--- src/rtl/rgb_pl9823_pkg.sv ---
// rgb_pl9823_pkg: constants and types shared by the PL9823 pixel path
package rgb_pl9823_pkg;
    localparam int BITS_PER_LED = 24;
    localparam int R_HI = 23;
    localparam int R_LO = 16;
    localparam int G_HI = 15;
    localparam int G_LO = 8;
    localparam int B_HI = 7;
    localparam int B_LO = 0;
    // Line timing in 50 MHz CLK cycles, owned by the downstream encoder
    localparam int T0H_CYC   = 18;
    localparam int T1H_CYC   = 68;
    localparam int BIT_CYC   = 86;
    localparam int RESET_CYC = 2500;
    typedef enum logic [1:0] {IDLE, LOAD, SHIFT} state_t;
endpackage

--- src/rtl/rgb_pl9823_bank_store.sv ---
// rgb_pl9823_bank_store: two pixel banks, back-bank write port and combinational front read port
module rgb_pl9823_bank_store
    import rgb_pl9823_pkg::*;
#(
    parameter int NUM_LEDS = 3,
    parameter int ADDR_W   = 2
) (
    input  logic                    clk,
    input  logic                    rst,
    input  logic                    wr_en,
    input  logic [ADDR_W-1:0]       wr_addr,
    input  logic [BITS_PER_LED-1:0] wr_data,
    input  logic                    swap,
    input  logic [ADDR_W:0]         rd_idx,
    output logic [BITS_PER_LED-1:0] rd_data
);
    logic [BITS_PER_LED-1:0] mem_q [2][NUM_LEDS];
    logic [BITS_PER_LED-1:0] mem_d [2][NUM_LEDS];
    logic bank_sel_q, bank_sel_d;
    always_comb begin
        mem_d = mem_q;
        bank_sel_d = swap ? ~bank_sel_q : bank_sel_q;
        // Target is the pre-swap back bank, so a write in the swap cycle joins the published frame
        if (wr_en && int'(wr_addr) < NUM_LEDS) mem_d[~bank_sel_q][wr_addr] = wr_data;
    end
    always_ff @(posedge clk) begin
        if (rst) begin
            mem_q <= '{default: '0};
            bank_sel_q <= 1'b0;
        end else begin
            mem_q <= mem_d;
            bank_sel_q <= bank_sel_d;
        end
    end
    assign rd_data = int'(rd_idx) < NUM_LEDS ? mem_q[bank_sel_q][rd_idx[ADDR_W-1:0]] : '0;
endmodule

--- src/rtl/rgb_pl9823_frame_buf.sv ---
// rgb_pl9823_frame_buf: double-buffered frame store streaming MSB-first bits to the PL9823 encoder
module rgb_pl9823_frame_buf
    import rgb_pl9823_pkg::*;
#(
    parameter int NUM_LEDS = 3,
    parameter int ADDR_W   = 2,
    parameter int REPEAT   = 0
) (
    input  logic              CLK,
    input  logic              RST,
    input  logic              WR_EN,
    input  logic [ADDR_W-1:0] WR_ADDR,
    input  logic [23:0]       WR_DATA,
    input  logic              COMMIT,
    output logic              BIT_OUT,
    output logic              BIT_VALID,
    input  logic              BIT_READY,
    output logic              BIT_LAST,
    output logic              BUSY,
    output logic              PENDING
);
    state_t state_q, state_d;
    logic pending_q, pending_d;
    logic [BITS_PER_LED-1:0] shreg_q, shreg_d, pref_q, pref_d, rd_data;
    logic [4:0] bit_cnt_q, bit_cnt_d;
    logic [ADDR_W:0] pix_q, pix_d, rd_idx;
    logic swap, xfer, wrap, last;

    rgb_pl9823_bank_store #(.NUM_LEDS(NUM_LEDS), .ADDR_W(ADDR_W)) u_banks (
        .clk(CLK), .rst(RST), .wr_en(WR_EN), .wr_addr(WR_ADDR), .wr_data(WR_DATA),
        .swap(swap), .rd_idx(rd_idx), .rd_data(rd_data)
    );

    always_ff @(posedge CLK) begin
        if (RST) begin
            state_q   <= IDLE;
            pending_q <= 1'b0;
            shreg_q   <= '0;
            pref_q    <= '0;
            bit_cnt_q <= '0;
            pix_q     <= '0;
        end else begin
            state_q   <= state_d;
            pending_q <= pending_d;
            shreg_q   <= shreg_d;
            pref_q    <= pref_d;
            bit_cnt_q <= bit_cnt_d;
            pix_q     <= pix_d;
        end
    end

    always_comb begin
        wrap = bit_cnt_q == 5'(BITS_PER_LED - 1);
        last = wrap && pix_q == (ADDR_W+1)'(NUM_LEDS);
        state_d = state_q == IDLE ? ((pending_q || REPEAT != 0) ? LOAD : IDLE)
                : state_q == LOAD ? SHIFT
                : (xfer && last) ? IDLE : SHIFT;
    end

    // Prefetch tracks front[pix] every shift cycle; the front bank is frozen, so it is ready long before the reload
    always_comb begin
        swap = state_q == IDLE && pending_q;
        pending_d = (pending_q && !swap) || COMMIT;
        rd_idx = state_q == LOAD ? '0 : pix_q;
        shreg_d = shreg_q;
        pref_d = pref_q;
        bit_cnt_d = bit_cnt_q;
        pix_d = pix_q;
        if (state_q == LOAD) begin
            shreg_d = rd_data;
            bit_cnt_d = '0;
            pix_d = (ADDR_W+1)'(1);
        end else if (state_q == SHIFT) begin
            pref_d = rd_data;
            if (xfer) begin
                shreg_d = wrap ? pref_q : {shreg_q[BITS_PER_LED-2:0], 1'b0};
                bit_cnt_d = wrap ? '0 : bit_cnt_q + 5'd1;
                pix_d = wrap ? pix_q + 1'b1 : pix_q;
            end
        end
    end

    always_comb begin
        BIT_VALID = state_q == SHIFT;
        BIT_OUT = BIT_VALID && shreg_q[BITS_PER_LED-1];
        BIT_LAST = BIT_VALID && last;
        BUSY = state_q != IDLE;
        PENDING = pending_q;
        xfer = BIT_VALID && BIT_READY;
    end
endmodule

--- config.mk ---
export PLATFORM = sky130hd
export DESIGN_NAME = rgb_pl9823_frame_buf
export DESIGN_NICKNAME = d
export VERILOG_FILES = /design/src/rtl/rgb_pl9823_pkg.sv /design/src/rtl/rgb_pl9823_bank_store.sv /design/src/rtl/rgb_pl9823_frame_buf.sv
export SDC_FILE = /design/constraint.sdc
export NUM_CORES = 1
export LEC_CHECK = 0
export BUFFER_PORTS_ARGS = -buffer_cell sky130_fd_sc_hd__buf_2
export CORE_AREA = 2 2 151 153
export CTS_BUF_LIST = sky130_fd_sc_hd__clkbuf_8
export DETAILED_ROUTE_END_ITERATION = 10
export DIE_AREA = 0 0 153 155
export GPL_ROUTABILITY_DRIVEN = 0
export GPL_TIMING_DRIVEN = 0
export PLACE_DENSITY = 0.63
export SYNTH_ARGS = -nofsm -noshare
export SYNTH_HDL_FRONTEND = slang
export SYNTH_SLANG_ARGS = --single-unit
export TNS_END_PERCENT = 30
--- constraint.sdc ---
create_clock -name CLK -period 3.6 [get_ports CLK]
set_input_delay 0.54 -clock CLK [delete_from_list [all_inputs] [get_ports CLK]]
set_output_delay 0.54 -clock CLK [all_outputs]
set_load 0.005 [all_outputs]
Yosys cells after proc, flatten, opt, wreduce, memory -nomap -nowiden

Index checks and enable logic that the tools add are counted.

Register bits after elaboration: 204
Bits in latches: 0
RAM bits: 0
ROM bits: 0
Output and inout port bits: 5
Memories kept: 0

Add/sub/neg operators: 2
$mul: 0
Div/mod/pow operators: 0
Magnitude comparators: 8
Equal/unequal tests: 4
Shift-type cells: 0
Multiplexer cells: 26
Bitwise operators: 6
Reduce and logical (&&, ||, !) cells: 23

Operators by type and width:

| cell                  | number |
|---|---|
| $mux W72              | 4 |
| $mux W24              | 8 |
| $bwmux W144           | 1 |
| $demux W72 S1         | 1 |
| $bmux W24 S2          | 1 |
| $demux W24 S2         | 1 |
| $logic_and A1 B1 Y1   | 10 |
| $reduce_bool A2 Y1    | 4 |
| $ge A3 B3 Y1 const B  | 2 |
| $mux W2               | 3 |
| $not A2 Y3            | 2 |
| $reduce_and A2 Y1     | 3 |
| $reduce_and A3 Y1     | 2 |
| $add A5 B1 Y5 const B | 1 |
| $eq A5 B5 Y1 const B  | 1 |
| $mux W1               | 5 |
| $mux W5               | 1 |
| $ge A2 B2 Y1 const B  | 2 |
| $not A1 Y2            | 2 |
| $add A3 B1 Y3 const B | 1 |
| $eq A3 B2 Y1 const B  | 1 |
| $lt A3 B1 Y1 const B  | 1 |
| $lt A3 B2 Y1 const B  | 1 |
| $mux W3               | 1 |
| other kinds (9)       | 10 |

Logic depth before layout (Yosys ltp)

Word-level depth: 9
Gate-level depth with buffers: 8
Mapped depth without buffers: 6

By module

A second synthesis with hierarchy kept.

Cell total of the unflattened synthesis: 1121
Area total of the unflattened synthesis: 9223.8 um2

By module, submodules not included:

| module                | instances | cells each | area an instance (um2) | sequential area each (um2) |
|---|---|---|---|---|
| rgb_pl9823_bank_store | 1         | 810        | 6443.7                 | 2902.8 |
| rgb_pl9823_frame_buf  | 1         | 311        | 2780.2                 | 1181.1 |

Worst setup path after synthesis

Ideal clock, no wire load.

Path kind: register to register
Start point: register state_q[1]
End point: register shreg_q[11]
Library setup time: 0.079 ns
Data arrival time: 1.671 ns
Path slack: 1.850 ns
Stages on the path, launching flop included: 9
Buffers on the path: 3
Cell sequence: dfxtp_1 > inv_1 > ha_1 > or2_1 > buf_2 > or2_1 > clkbuf_1 > buf_4 > o221ai_2

Longest elaborated chain between the ends: 8

Ends and longest elaborated chain:

| what                                        | line                                                   | text |
|---|---|---|
| start, declared                             | rgb_pl9823_frame_buf.sv:22                             | `state_t state_q, state_d;` |
| start signal, assigned                      | rgb_pl9823_frame_buf.sv:43                             | `state_q <= state_d;` |
| $eq A2 B1 Y1                                | rgb_pl9823_frame_buf.sv:64, rgb_pl9823_frame_buf.sv:69 |  |
| $mux W3                                     | rgb_pl9823_frame_buf.sv:64                             | `rd_idx = state_q == LOAD ? '0 : pix_q;` |
| $not A2 Y3 (implied by the code)            | rgb_pl9823_bank_store.sv:35                            | `assign rd_data = int'(rd_idx) < NUM_LEDS ? mem_q[bank_sel_q][rd_idx[ADDR_W-1:0]] : '0;` |
| $bmux W24 S2                                | rgb_pl9823_bank_store.sv:35                            |  |
| $mux W24 (implied by the code) (2 in a row) | rgb_pl9823_bank_store.sv:35                            |  |
| $mux W24                                    | rgb_pl9823_bank_store.sv:35                            |  |
| $mux W24                                    | rgb_pl9823_frame_buf.sv:69                             | `if (state_q == LOAD) begin` |
| end signal, assigned                        | rgb_pl9823_frame_buf.sv:45                             | `shreg_q <= shreg_d;` |
| end, declared                               | rgb_pl9823_frame_buf.sv:24                             | `logic [BITS_PER_LED-1:0] shreg_q, shreg_d, pref_q, pref_d, rd_data;` |

Parallel ways exist; a longest one is shown, timed or not. The select of a mux whose other input is x is not followed.
A chain may end at the register's enable or synchronous reset.

Worst setup path in the final report

Start point: register state_q[1]
End point: register shreg_q[16]

The elaborated chain is that of the path after synthesis.

==> run metrics <==
total global routing overflow 0; final net count around 1200; setup violation total in the final timing report 0; row count 55; final clock period utilization by the worst path 0.692; number of vias in the routed layout 7300; RSZ-0062 raised after global routing false; Leak Pwr 3.56 nW; worst-path fanout max 10; multi-input combinational cell area around 4200 um2; vertical die dimension 155 um; per-instance average area after synthesis 8.41 um2; number of clock buffers inserted by TritonCTS 36; Tightest Hold Check Type in2reg; final worst path period need 2.49 ns; critical path required time 3.99 ns; clock sinks 204; Antenna Violating Nets Remaining 0; critical path capture point type flip-flop; endpoints failing hold 0; Pwr Total 4.63 mW; setup slack, reg-to-reg 1.11 ns; cell count after synthesis 1041; Fill cells 2284; Global Route Usage Sum 0.195; CTS tree built; number of antenna violations at the first check in global routing 0; Worst VDD drop 179 uV; Final WS setup 1.11 ns; number of levels the H-tree was split into 2; count of buffers inserted at the top-level ports 34; Netlist cell types between 40 and 50; via count of the first global-routing pass 7081; Arr. time, crit path 2.88 ns; number of flops mapped to enable cells by yosys 0; floorplan die area around 24000 um2; reported max-cap violation count 0; first-pass GRT wire length 37300 um; worst setup skew after layout 0.0247 ns; Achievable Freq 402 MHz; power density over the cells around 470 nW/um2; type of origin of the critical path flip-flop; DRC viols 0; Via-to-Cell Ratio 5.15; wire length after detailed routing between 20000 and 25000 um; crit path kind reg2reg; Slew headroom 0.519; buffers inserted during post-CTS setup optimization 0; Cell Count, Final, Fillers Out roughly 1400; Max Slew Vio Count 0; DP HPWL 16400 um; Warnings, synthesis 0; sequential-to-total area share from yosys stat 0.467; TritonRoute pass-1 iters 5; post-placement cell count 1360; layout cell share with drive strength beyond 1 0.152; register bit total from synthesis slightly above 200; Placement Setup Slack 1.13 ns; number of cells upsized or downsized after cts 0; standard cell core area 22200 um2; dominant synthesized flop cell dfxtp_1; initial core utilization 0.394; register clock-pin slew on the reported worst setup and hold paths 0.06 ns; number of placed I/O pins 36; clock tree buffer depth 3; FF/Latch Area 4080 um2; slew at the pin closest to its max-slew limit 0.722 ns; pin count of the biggest net entering global routing 11; Iteration-0 DRC Markers roughly 440; final setup TNS 0 ns; Post-CTS Hold Buffers 0; run status finished, final reports clean; post-synthesis instance area 8750 um2; layout overhead on the synthesized area 13.3%; Worst-Skew Late Latency 0.53 ns; Synth Net Count 1080; Die X-Extent ~150 um; Root Buffer clkbuf_8; antenna cells 0; average routed wire per standard cell 16.5 um; Async S/R FF share, synth 0
-- metrics by stage --
stage	hold WS, ns	util	area [um2]
4_1_cts	0.216	0.446	9910
6_report	0.240	0.446	9910
3_5_place_dp	0.441	0.418	9280
3_3_place_gp	0.434	0.418	9280
5_1_grt	0.268	0.446	9910
2_1_floorplan	0.425	-	8750
-- state kept, by name, indices dropped and copies added (netlist names) --
signal and flops:
state_q 2, PENDING 1, pix_q 3, pref_q 24
bit_cnt_q 5, u_banks.bank_sel_q 1, u_banks.mem_q 144, shreg_q 24
-- placed cells by master, fill, tap and decap left out, types with 3 or more instances in the layout --
master and n:
buf_4 10, a21oi_1 175, inv_1 22, o221ai_2 20, nand2_1 347, clkbuf_1 33
mux2_2 25, and2_1 3, o22ai_1 21, clkbuf_8 41, nand3_1 3, nor2_1 11
buf_6 3, nor2b_1 3, o21ai_0 3, o221ai_1 3, ha_1 8, o21ai_1 24
dfxtp_1 204, buf_2 66, mux2i_1 70
-- path summary, 6_finish.rpt --
check,startpoint,end,cells past startpoint
worst min register to register,pref_q[9],pref_q[9],2
worst max register to register,state_q[1],shreg_q[16],7
worst min-delay path,COMMIT,PENDING,3
worst max-delay path,state_q[1],shreg_q[16],7
-- cell usage after synthesis (6+ instances only) --
cell type | count | area, um2
inv_1 | 6 | 22.5
ha_1 | 8 | 100
clkbuf_1 | 33 | 124
mux2i_1 | 70 | 701
mux2_2 | 25 | 282
buf_2 | 32 | 160
dfxtp_1 | 204 | 4080
nor2_1 | 11 | 41.3
buf_4 | 10 | 75.1
a21oi_1 | 175 | 876
o21ai_1 | 24 | 120
nand2_1 | 347 | 1300
o221ai_2 | 20 | 300
o22ai_1 | 21 | 131
-- power breakdown --
part | internal, mW | switching (mW) | leakage [nW] | total, mW
Clock | 1.03 | 0.920 | 0.385 | 1.95
Sequential | 2.30 | 0.0211 | 1.65 | 2.32
Combinational | 0.116 | 0.241 | 1.53 | 0.357
Total | 3.44 | 1.18 | 3.56 | 4.63
-- cell families (layout without fill, tap and decap cells) --
group | count (synthesis) | count (layout) | share of synthesized area
simple gates | 387 | 387 | 0.178
compound gates | 258 | 258 | 0.180
flops | 204 | 204 | 0.467
mux | 96 | 96 | 0.113
buf+inv | 86 | 178 | 0.0483
fa+ha+maj | 8 | 8 | 0.0114
xor+xnor | 2 | 2 | 0.00200
-- per-layer routing --
layer / share of wire / vias up / wire length [um] / track usage
met2: 0.47 / 160 / 11000 / 0.327
met1: 0.47 / 3425 / 10900 / 0.258
li1: - / 3685 / - / -
met5: 0 / - / 0 / 0
met3: 0.049 / 30 / 1140 / 0.0373
met4: 0.015 / 0 / 355 / 0.0564
-- worst max-delay path: stages (launching register included) --
cell      delay, ns
dfxtp_1        0.35
inv_1          0.08
ha_1           0.29
o21ba_2        0.39
clkbuf_1       0.55
o22ai_1        0.23
a21oi_1        0.32
o221ai_2       0.14
-- final cells by class --
type	instances	share of cell area
Buffer	80	0.0404
Clock buffer	41	0.0569
Clock inverter	17	0.00694
Inverter	6	0.00227
Multi-Input combinational cell	751	0.428
Sequential cell	204	0.412
Tap cell	285	0.0360
Timing Repair Buffer	34	0.0172
No activity file was read; power rests on OpenSTA's default activity.
